<file path="config.mk">
export PLATFORM = sky130hd
export DESIGN_NAME = cdb_arbiter
export DESIGN_NICKNAME = d
export VERILOG_FILES = /design/src/rtl/cdb_arbiter.sv
export SDC_FILE = /design/constraint.sdc
export NUM_CORES = 1
export LEC_CHECK = 0
export ABC_AREA = 1
export CAP_MARGIN = 5
export CORE_ASPECT_RATIO = 1.75
export CORE_MARGIN = 2
export CORE_UTILIZATION = 49
export CTS_BUF_LIST = sky130_fd_sc_hd__clkbuf_4
export CTS_CLUSTER_DIAMETER = 50
export DETAILED_ROUTE_END_ITERATION = 10
export PLACE_DENSITY = 0.95
export SLEW_MARGIN = 25
export SYNTH_ARGS = -nofsm -noshare
export SYNTH_HDL_FRONTEND = slang
export SYNTH_SLANG_ARGS = --single-unit
</file>
<file path="constraint.sdc">
create_clock -name clk -period 8.8 [get_ports clk]
set_input_delay 2.2 -clock clk [delete_from_list [all_inputs] [get_ports clk]]
set_output_delay 2.2 -clock clk [all_outputs]
set_load 0.02 [all_outputs]
</file>
<file path="src/rtl/cdb_arbiter.sv">
// cdb_arbiter: shares CDB_PORTS common-data-bus broadcast slots among NUM_REQ
// writeback requesters. The grant is round-robin and combinational, and the
// broadcast is registered, so a request granted in cycle N appears on cdb_*
// in cycle N+1. A branch flush suppresses every grant and squashes the
// broadcast registered at the next edge.
// Optional build macro CDB_ARB_PERF_EN adds the grant and conflict counters.
module cdb_arbiter #(
  parameter int NUM_REQ       = 4,
  parameter int CDB_PORTS     = 2,
  parameter int PHYS_WIDTH    = 6,
  parameter int ROB_IDX_WIDTH = 5,
  parameter int DATA_WIDTH    = 32
) (
  input  logic                     clk,
  input  logic                     rst_n,
  input  logic                     br_flush,
  input  logic [NUM_REQ-1:0]       req_valid,
  input  logic [PHYS_WIDTH-1:0]    req_paddr   [NUM_REQ],
  input  logic [ROB_IDX_WIDTH-1:0] req_rob_idx [NUM_REQ],
  input  logic [DATA_WIDTH-1:0]    req_data    [NUM_REQ],
  output logic [NUM_REQ-1:0]       req_ready,
  output logic [CDB_PORTS-1:0]     cdb_valid,
  output logic [PHYS_WIDTH-1:0]    cdb_paddr   [CDB_PORTS],
  output logic [ROB_IDX_WIDTH-1:0] cdb_rob_idx [CDB_PORTS],
  output logic [DATA_WIDTH-1:0]    cdb_data    [CDB_PORTS]
`ifdef CDB_ARB_PERF_EN
  ,
  output logic [31:0]              perf_conflict_cnt,
  output logic [31:0]              perf_grant_cnt
`endif
);

  localparam int PTR_W = (NUM_REQ > 1) ? $clog2(NUM_REQ) : 1;

  logic [PTR_W-1:0]     rr_ptr;
  logic [PTR_W-1:0]     rr_ptr_nxt;
  logic [NUM_REQ-1:0]   grant;
  logic [CDB_PORTS-1:0] port_used;
  logic [PTR_W-1:0]     port_src [CDB_PORTS];

  // Scan from rr_ptr with wrap; the k-th valid requester found takes port k.
  always_comb begin
    int n_granted;
    int scan_i;
    logic [PTR_W-1:0] scan_idx;
    // NOTE: every variable written here gets a default first, so no path can
    // leave a value unassigned and a latch can never be inferred.
    grant      = '0;
    port_used  = '0;
    rr_ptr_nxt = rr_ptr;
    n_granted  = 0;
    scan_i     = 0;
    scan_idx   = '0;
    for (int p = 0; p < CDB_PORTS; p++) port_src[p] = '0;
    for (int j = 0; j < NUM_REQ; j++) begin
      scan_i   = (int'(rr_ptr) + j) % NUM_REQ;
      scan_idx = PTR_W'(scan_i);
      if (req_valid[scan_idx] && (n_granted < CDB_PORTS)) begin
        grant[scan_idx] = 1'b1;
        for (int p = 0; p < CDB_PORTS; p++) begin
          if (n_granted == p) begin
            port_used[p] = 1'b1;
            port_src[p]  = scan_idx;
          end
        end
        rr_ptr_nxt = PTR_W'((scan_i + 1) % NUM_REQ);
        n_granted++;
      end
    end
    // Reset and flush suppress every grant; there are no partial grants.
    if (!rst_n || br_flush) begin
      grant     = '0;
      port_used = '0;
    end
  end

  assign req_ready = grant;

  // Register the granted payloads onto the bus and advance the priority pointer.
  always_ff @(posedge clk) begin
    // NOTE: state is updated with non-blocking assignments so every register
    // samples pre-edge values, independent of statement order.
    if (!rst_n) begin
      rr_ptr    <= '0;
      cdb_valid <= '0;
      for (int p = 0; p < CDB_PORTS; p++) begin
        cdb_paddr[p]   <= '0;
        cdb_rob_idx[p] <= '0;
        cdb_data[p]    <= '0;
      end
    end else if (br_flush) begin
      cdb_valid <= '0;
    end else begin
      cdb_valid <= port_used;
      for (int p = 0; p < CDB_PORTS; p++) begin
        if (port_used[p]) begin
          cdb_paddr[p]   <= req_paddr[port_src[p]];
          cdb_rob_idx[p] <= req_rob_idx[port_src[p]];
          cdb_data[p]    <= req_data[port_src[p]];
        end
      end
      if (|grant) rr_ptr <= rr_ptr_nxt;
    end
  end

`ifdef CDB_ARB_PERF_EN
  // Count grants and cycles with at least one valid requester left waiting.
  always_ff @(posedge clk) begin
    if (!rst_n) begin
      perf_conflict_cnt <= '0;
      perf_grant_cnt    <= '0;
    end else if (!br_flush) begin
      if (|(req_valid & ~grant)) perf_conflict_cnt <= perf_conflict_cnt + 32'd1;
      perf_grant_cnt <= perf_grant_cnt + 32'($countones(grant));
    end
  end
`endif

endmodule

</file>
Word-level counts from Yosys, hierarchy flattened
Cells that the tools add are included.
Cells by class
  $add $sub $neg: 8
  order comparisons: 13
  eq/ne operators: 3
  mux-type cells: 67
  bitwise logic cells: 7
  reduce and logical (&&, ||, !) cells: 18
Operators with widths (count)
  32-bit 2-to-1 mux: 6
  32-bit binary-select mux with 2-bit select: 2
  32-bit by 2-bit == test with 1-bit output (second input constant): 3
  32-bit zero test: 3
  32-bit by 3-bit < comparator with 1-bit output (second input constant): 3
  32-bit by 2-bit adder with 32-bit output (second input constant): 2
  4-bit 2-to-1 mux: 8
  2-bit 2-to-1 mux: 15
  6-bit binary-select mux with 2-bit select: 2
  6-bit 2-to-1 mux: 4
  5-bit binary-select mux with 2-bit select: 2
  5-bit 2-to-1 mux: 4
  1-bit 2-to-1 mux: 16
  2-bit by 3-bit < comparator with 1-bit output (second input constant): 4
  4-bit bitwise OR: 3
  2-bit adder (second input constant): 5
  1-bit binary-select mux with 2-bit select: 4
  1-bit demux with 2-bit select: 4
  2-bit by 1-bit greater-or-equal comparator with 1-bit output (second input constant): 4
  1-bit logical AND: 7
  3-bit greater-or-equal comparator (second input constant): 2
  2-bit NOT with 3-bit output: 2
  2-bit AND reduction: 2
  4-bit nonzero test: 1
  7 further kinds: 8
Storage, ports and cells
  register bits after elaboration: 90
  input port bits: 179
  output and inout port bits: 92
  word-level logic and storage cells: 124

Longest topological paths before layout
Gate-level depths: netlist of the first run.
  depth after elaboration: 16
  mapped depth: 23
  depth with buffers taken out: 21

Worst setup path after synthesis of the first run
No wires, ideal clock.
  path type: input to output
  from: input port req_valid[2]
  to: output port req_ready[1]
  arrival: 4.093 ns
  data required time: 6.600 ns
  setup slack: 2.507 ns
  cell stages on the path: 13
  path buffers: 0
  cell sequence: nand2_1 > nand3_1 > nand2_1 > inv_2 > ha_1 > inv_1 > nand3_4 > fa_1 > nand3_1 > inv_1 > nand2_1 > nand3b_1 > and2_1
On the way
  longest elaborated chain between the ends: 13
  elaborated cells between the ends (all ways): 27
  classes of those cells: add/sub (2); order compare (3); mux (16); bitwise (3); reduce/logical (3)
Ends and longest elaborated chain
  from (decl): line 17  | input logic [NUM_REQ-1:0] req_valid,
  1-bit binary-select mux with 2-bit select: line 58  | if (req_valid[scan_idx] && (n_granted < CDB_PORTS)) begin
  1-bit 2-to-1 mux (not written as such): line 58
  1-bit 2-to-1 mux: line 58
  32-bit by 3-bit < comparator with 1-bit output: line 58
  1-bit logical AND: line 58
  32-bit 2-to-1 mux: line 58
  32-bit by 3-bit < comparator with 1-bit output: line 58
  1-bit logical AND: line 58
  32-bit 2-to-1 mux: line 58
  32-bit by 3-bit < comparator with 1-bit output: line 58
  1-bit logical AND: line 58
  4-bit 2-to-1 mux *: line 58
  4-bit 2-to-1 mux *: line 71  | if (!rst_n || br_flush) begin
  to (decl): line 21  | output logic [NUM_REQ-1:0] req_ready,
Every way passes the cells marked *; elsewhere a longest branch is shown, timed or not. The select of a mux whose other input is x is not followed.

Worst setup path in the final report of the first run
Same ends and word-level chain as after synthesis.

==> impl_metrics.py, run 1 <==
metrics = {
    "timing": {
        "hold_viol": 0,
        "finalSetupTns_ns": 0,
        "max_slew.worst_pin.slew_ns": 1.07,
        "relSlewSlack": 0.288,
        "slew_violations": 0,
        "min_period_ns": 7.65,
        "setup_viol": 0,
        "finalCritPeriodShare": 0.869,
        "fin_worst_skew_ns": 0.0157,
        "rsz0062_at_grt": "false",
        "max_freq_mhz": 131,
    },
    "layout": {
        "drive_gt1_frac": 0.0404,
        "area_growth_pct": 38.5,
        "regArea_mm2": 0.00180,
        "final_common_cell": "nand3_1",
        "final_area_mm2": 0.00964,
        "multi_input_area_mm2": 0.00446,
        "final_net_count": 1547,
        "final_cell_mix": "nand3_1 (496), nand2_1 (341), clkdlybuf4s50_1 (269)",
        "fill_cells": 1226,
    },
    "global_route": {
        "grt_use_total": 0.374,
        "grt_pass1_wl_um": 45500,
        "grt_max_degree": 87,
        "globalRouteOverflowTotal": 0,
        "grt_pass1_vias": 8959,
        "grt_antenna_before_repair": 2,
    },
    "clock_network": {
        "cts-root-buf": "clkbuf_4",
        "post_cts_buffers": 0,
        "cts_max_level": 3,
        "cts_inserted_buffers": 9,
        "cts_resized": 0,
        "clockBufferDepth": 2,
        "cts_sinks": 90,
        "cts-hold-fix-buffers": 0,
        "cts_tree": "yes",
        "clock_latency_ns": 0.46,
        "clk_pin_slew_ns": 0.15,
    },
    "worst_setup_path": {
        "cp-start-kind": "input pin",
        "critPathCaptureType": "output pin",
        "reg2reg_from": "rr_ptr[0]$_SDFFE_PN0P_",
        "cp-startpoint": "req_valid[2]",
        "crit_arrival_ns": 5.45,
        "required_ns": 6.60,
        "path_max_fanout": 9,
        "worstSetupPathType": "in -> out",
    },
    "synth": {
        "ys_async_sr_fraction": 0,
        "synth_cell_type_count": 32,
        "syn_avg_cell_area_um2": 5.99,
        "ys_warn_count": 0,
        "synth_top_family_by_area": "simple AND/OR/NAND/NOR gates",
        "syn_nets": 1353,
        "synth_compound_area_frac": 0.0210,
        "synth_flop_cell": "dfxtp_1",
        "synthMuxAreaShare": 0,
        "syn_area_mm2": 0.00696,
        "ys_ff_latch": 90,
        "synth_cells": 1162,
        "synth-xor-area-share": 0,
        "synthSimpleGateAreaFrac": 0.591,
        "ys_seq_area_frac": 0.259,
        "synth-edff-count": 0,
        "yosys.area_share.adder": 0.0226,
    },
    "route": {
        "drc": 0,
        "drt-total-wl_um": 29300,
        "drt_iter0_markers": 1057,
        "avgViaCountPerCell": 6.16,
        "drtPass1Iterations": 6,
        "postRouteAntennaNets": 0,
        "avgRoutedWirePerCell_um": 19.0,
        "vias": 9489,
    },
    "floorplan": {
        "die_h_um": 162,
        "dieArea_mm2": 0.0152,
        "start_util": 0.501,
        "fp-row-count": 57,
        "fp.dieW_um": 94.1,
        "core-area_mm2": 0.0139,
        "io_pins": 271,
    },
    "placement": {
        "dp_hpwl_um": 18500,
        "gp_congestion": 0.916,
        "dpl-instance-area_mm2": 0.00949,
        "io_buffers": 270,
    },
    "outcome": {
        "run_status": "complete, no violations",
    },
    "hold_path": {
        "hold_start": "cdb_data[13]$_SDFFE_PN0P_",
        "hp-class": "reg -> reg",
    },
    "pwr": {
        "finalPower_w": 0.00459,
        "p_leak_nw": 4.38,
        "power_density_mw_per_mm2": 476,
        "ir_worst_vdd_uv": 426,
    },
    "flow_run": {
        "cap_violations": 0,
    },
}
## logic make-up after synthesis
kind of cell | count (synthesis)
AOI/OAI and AO/OA | 21
adders and majority gates | 12
buffers and inverters | 154
DFF | 90
and+or+nand+nor | 885
## path summary, 6_finish.rpt
check                                            endpoint  slack (ns)  cells past startpoint
worst max-delay path                         req_ready[1]        1.15                     15
worst min-delay path            cdb_data[13]$_SDFFE_PN0P_        0.48                      2
worst max register to register  cdb_data[22]$_SDFFE_PN0P_        3.15                     16
worst min register to register  cdb_data[13]$_SDFFE_PN0P_        0.48                      2
## power breakdown
part           leakage [nW]  switching (W)  internal (W)
Combinational          3.57        0.00240       0.00121
Sequential            0.740       0.000119      0.000608
Clock                0.0737       0.000160     0.0000947
## final cells by class
| class | count | share of cell area |
|---|---|---|
| sequential | 90 | 0.187 |
| multi-input combinational | 918 | 0.462 |
| antenna | 2 | 0.000519 |
| timing repair buffer | 281 | 0.290 |
| clock buffer | 11 | 0.00856 |
| tap | 177 | 0.0230 |
| inverter | 56 | 0.0223 |
| clock inverter | 5 | 0.00649 |
## synthesized netlist by cell type, types with 3 or more instances
| master | count | area share |
|---|---|---|
| nand3_1 | 496 | 0.36 |
| nand2_1 | 341 | 0.18 |
| dfxtp_1 | 90 | 0.26 |
| inv_1 | 49 | 0.026 |
| buf_2 | 43 | 0.031 |
| clkbuf_1 | 32 | 0.017 |
| nand3b_1 | 18 | 0.019 |
| buf_6 | 12 | 0.019 |
| ha_1 | 11 | 0.020 |
| buf_1 | 8 | 0.0043 |
| nand2_2 | 8 | 0.0072 |
| nor2_1 | 8 | 0.0043 |
| o21ai_0 | 7 | 0.0050 |
| inv_2 | 6 | 0.0032 |
| a21oi_1 | 5 | 0.0036 |
| a31oi_1 | 3 | 0.0027 |
| buf_4 | 3 | 0.0032 |
| nand4_1 | 3 | 0.0027 |
## sequential cells by signal (all words and copies together), names as in the netlist
| register | count |
|---|---|
| cdb_data | 64 |
| rr_ptr | 2 |
| cdb_paddr | 12 |
| cdb_valid | 2 |
| cdb_rob_idx | 10 |
## worst max-delay path, stage by stage
cell	delay [ns]
clkdlybuf4s50_1	0.45
nand2_1	0.12
nand3_1	0.19
nand2_1	0.25
inv_2	0.10
ha_1	0.26
inv_1	0.12
nand3_4	0.13
fa_1	0.38
nand3_1	0.13
inv_1	0.15
nand2_1	0.12
nand3b_1	0.13
and2_1	0.17
clkdlybuf4s50_1	0.53
## routing by layer
layer  vias up  part of all wire  GRT usage
li1       4306                 -          -
met1      4258              0.34      0.424
met2       740              0.48      0.613
met3       185              0.10     0.0793
met4         0             0.075      0.265
met5         -                 0          0
## metrics by stage
stage,hold WS [ns],util,instances,setup slack [ns]
3_3_place_gp,0.457,0.682,1522,1.29
3_5_place_dp,0.460,0.683,1522,1.18
2_1_floorplan,0.545,-,1162,2.51
6_report,0.479,0.693,1540,1.15
4_1_cts,0.482,0.693,1538,1.16
5_1_grt,0.495,0.693,1540,0.898
Note: power is estimated with default switching activity, not from simulation.
==> run 2, diff against run 1 <==
--- a/config.mk
+++ b/config.mk
@@ -13,6 +13,7 @@
 export CTS_BUF_LIST = sky130_fd_sc_hd__clkbuf_4
 export CTS_CLUSTER_DIAMETER = 50
 export DETAILED_ROUTE_END_ITERATION = 10
+export HOLD_SLACK_MARGIN = 0.02
 export PLACE_DENSITY = 0.95
 export SLEW_MARGIN = 25
 export SYNTH_ARGS = -nofsm -noshare
==> results of run 2 <==
No change in the layout: final DEF, timing and power equal those of run 1.
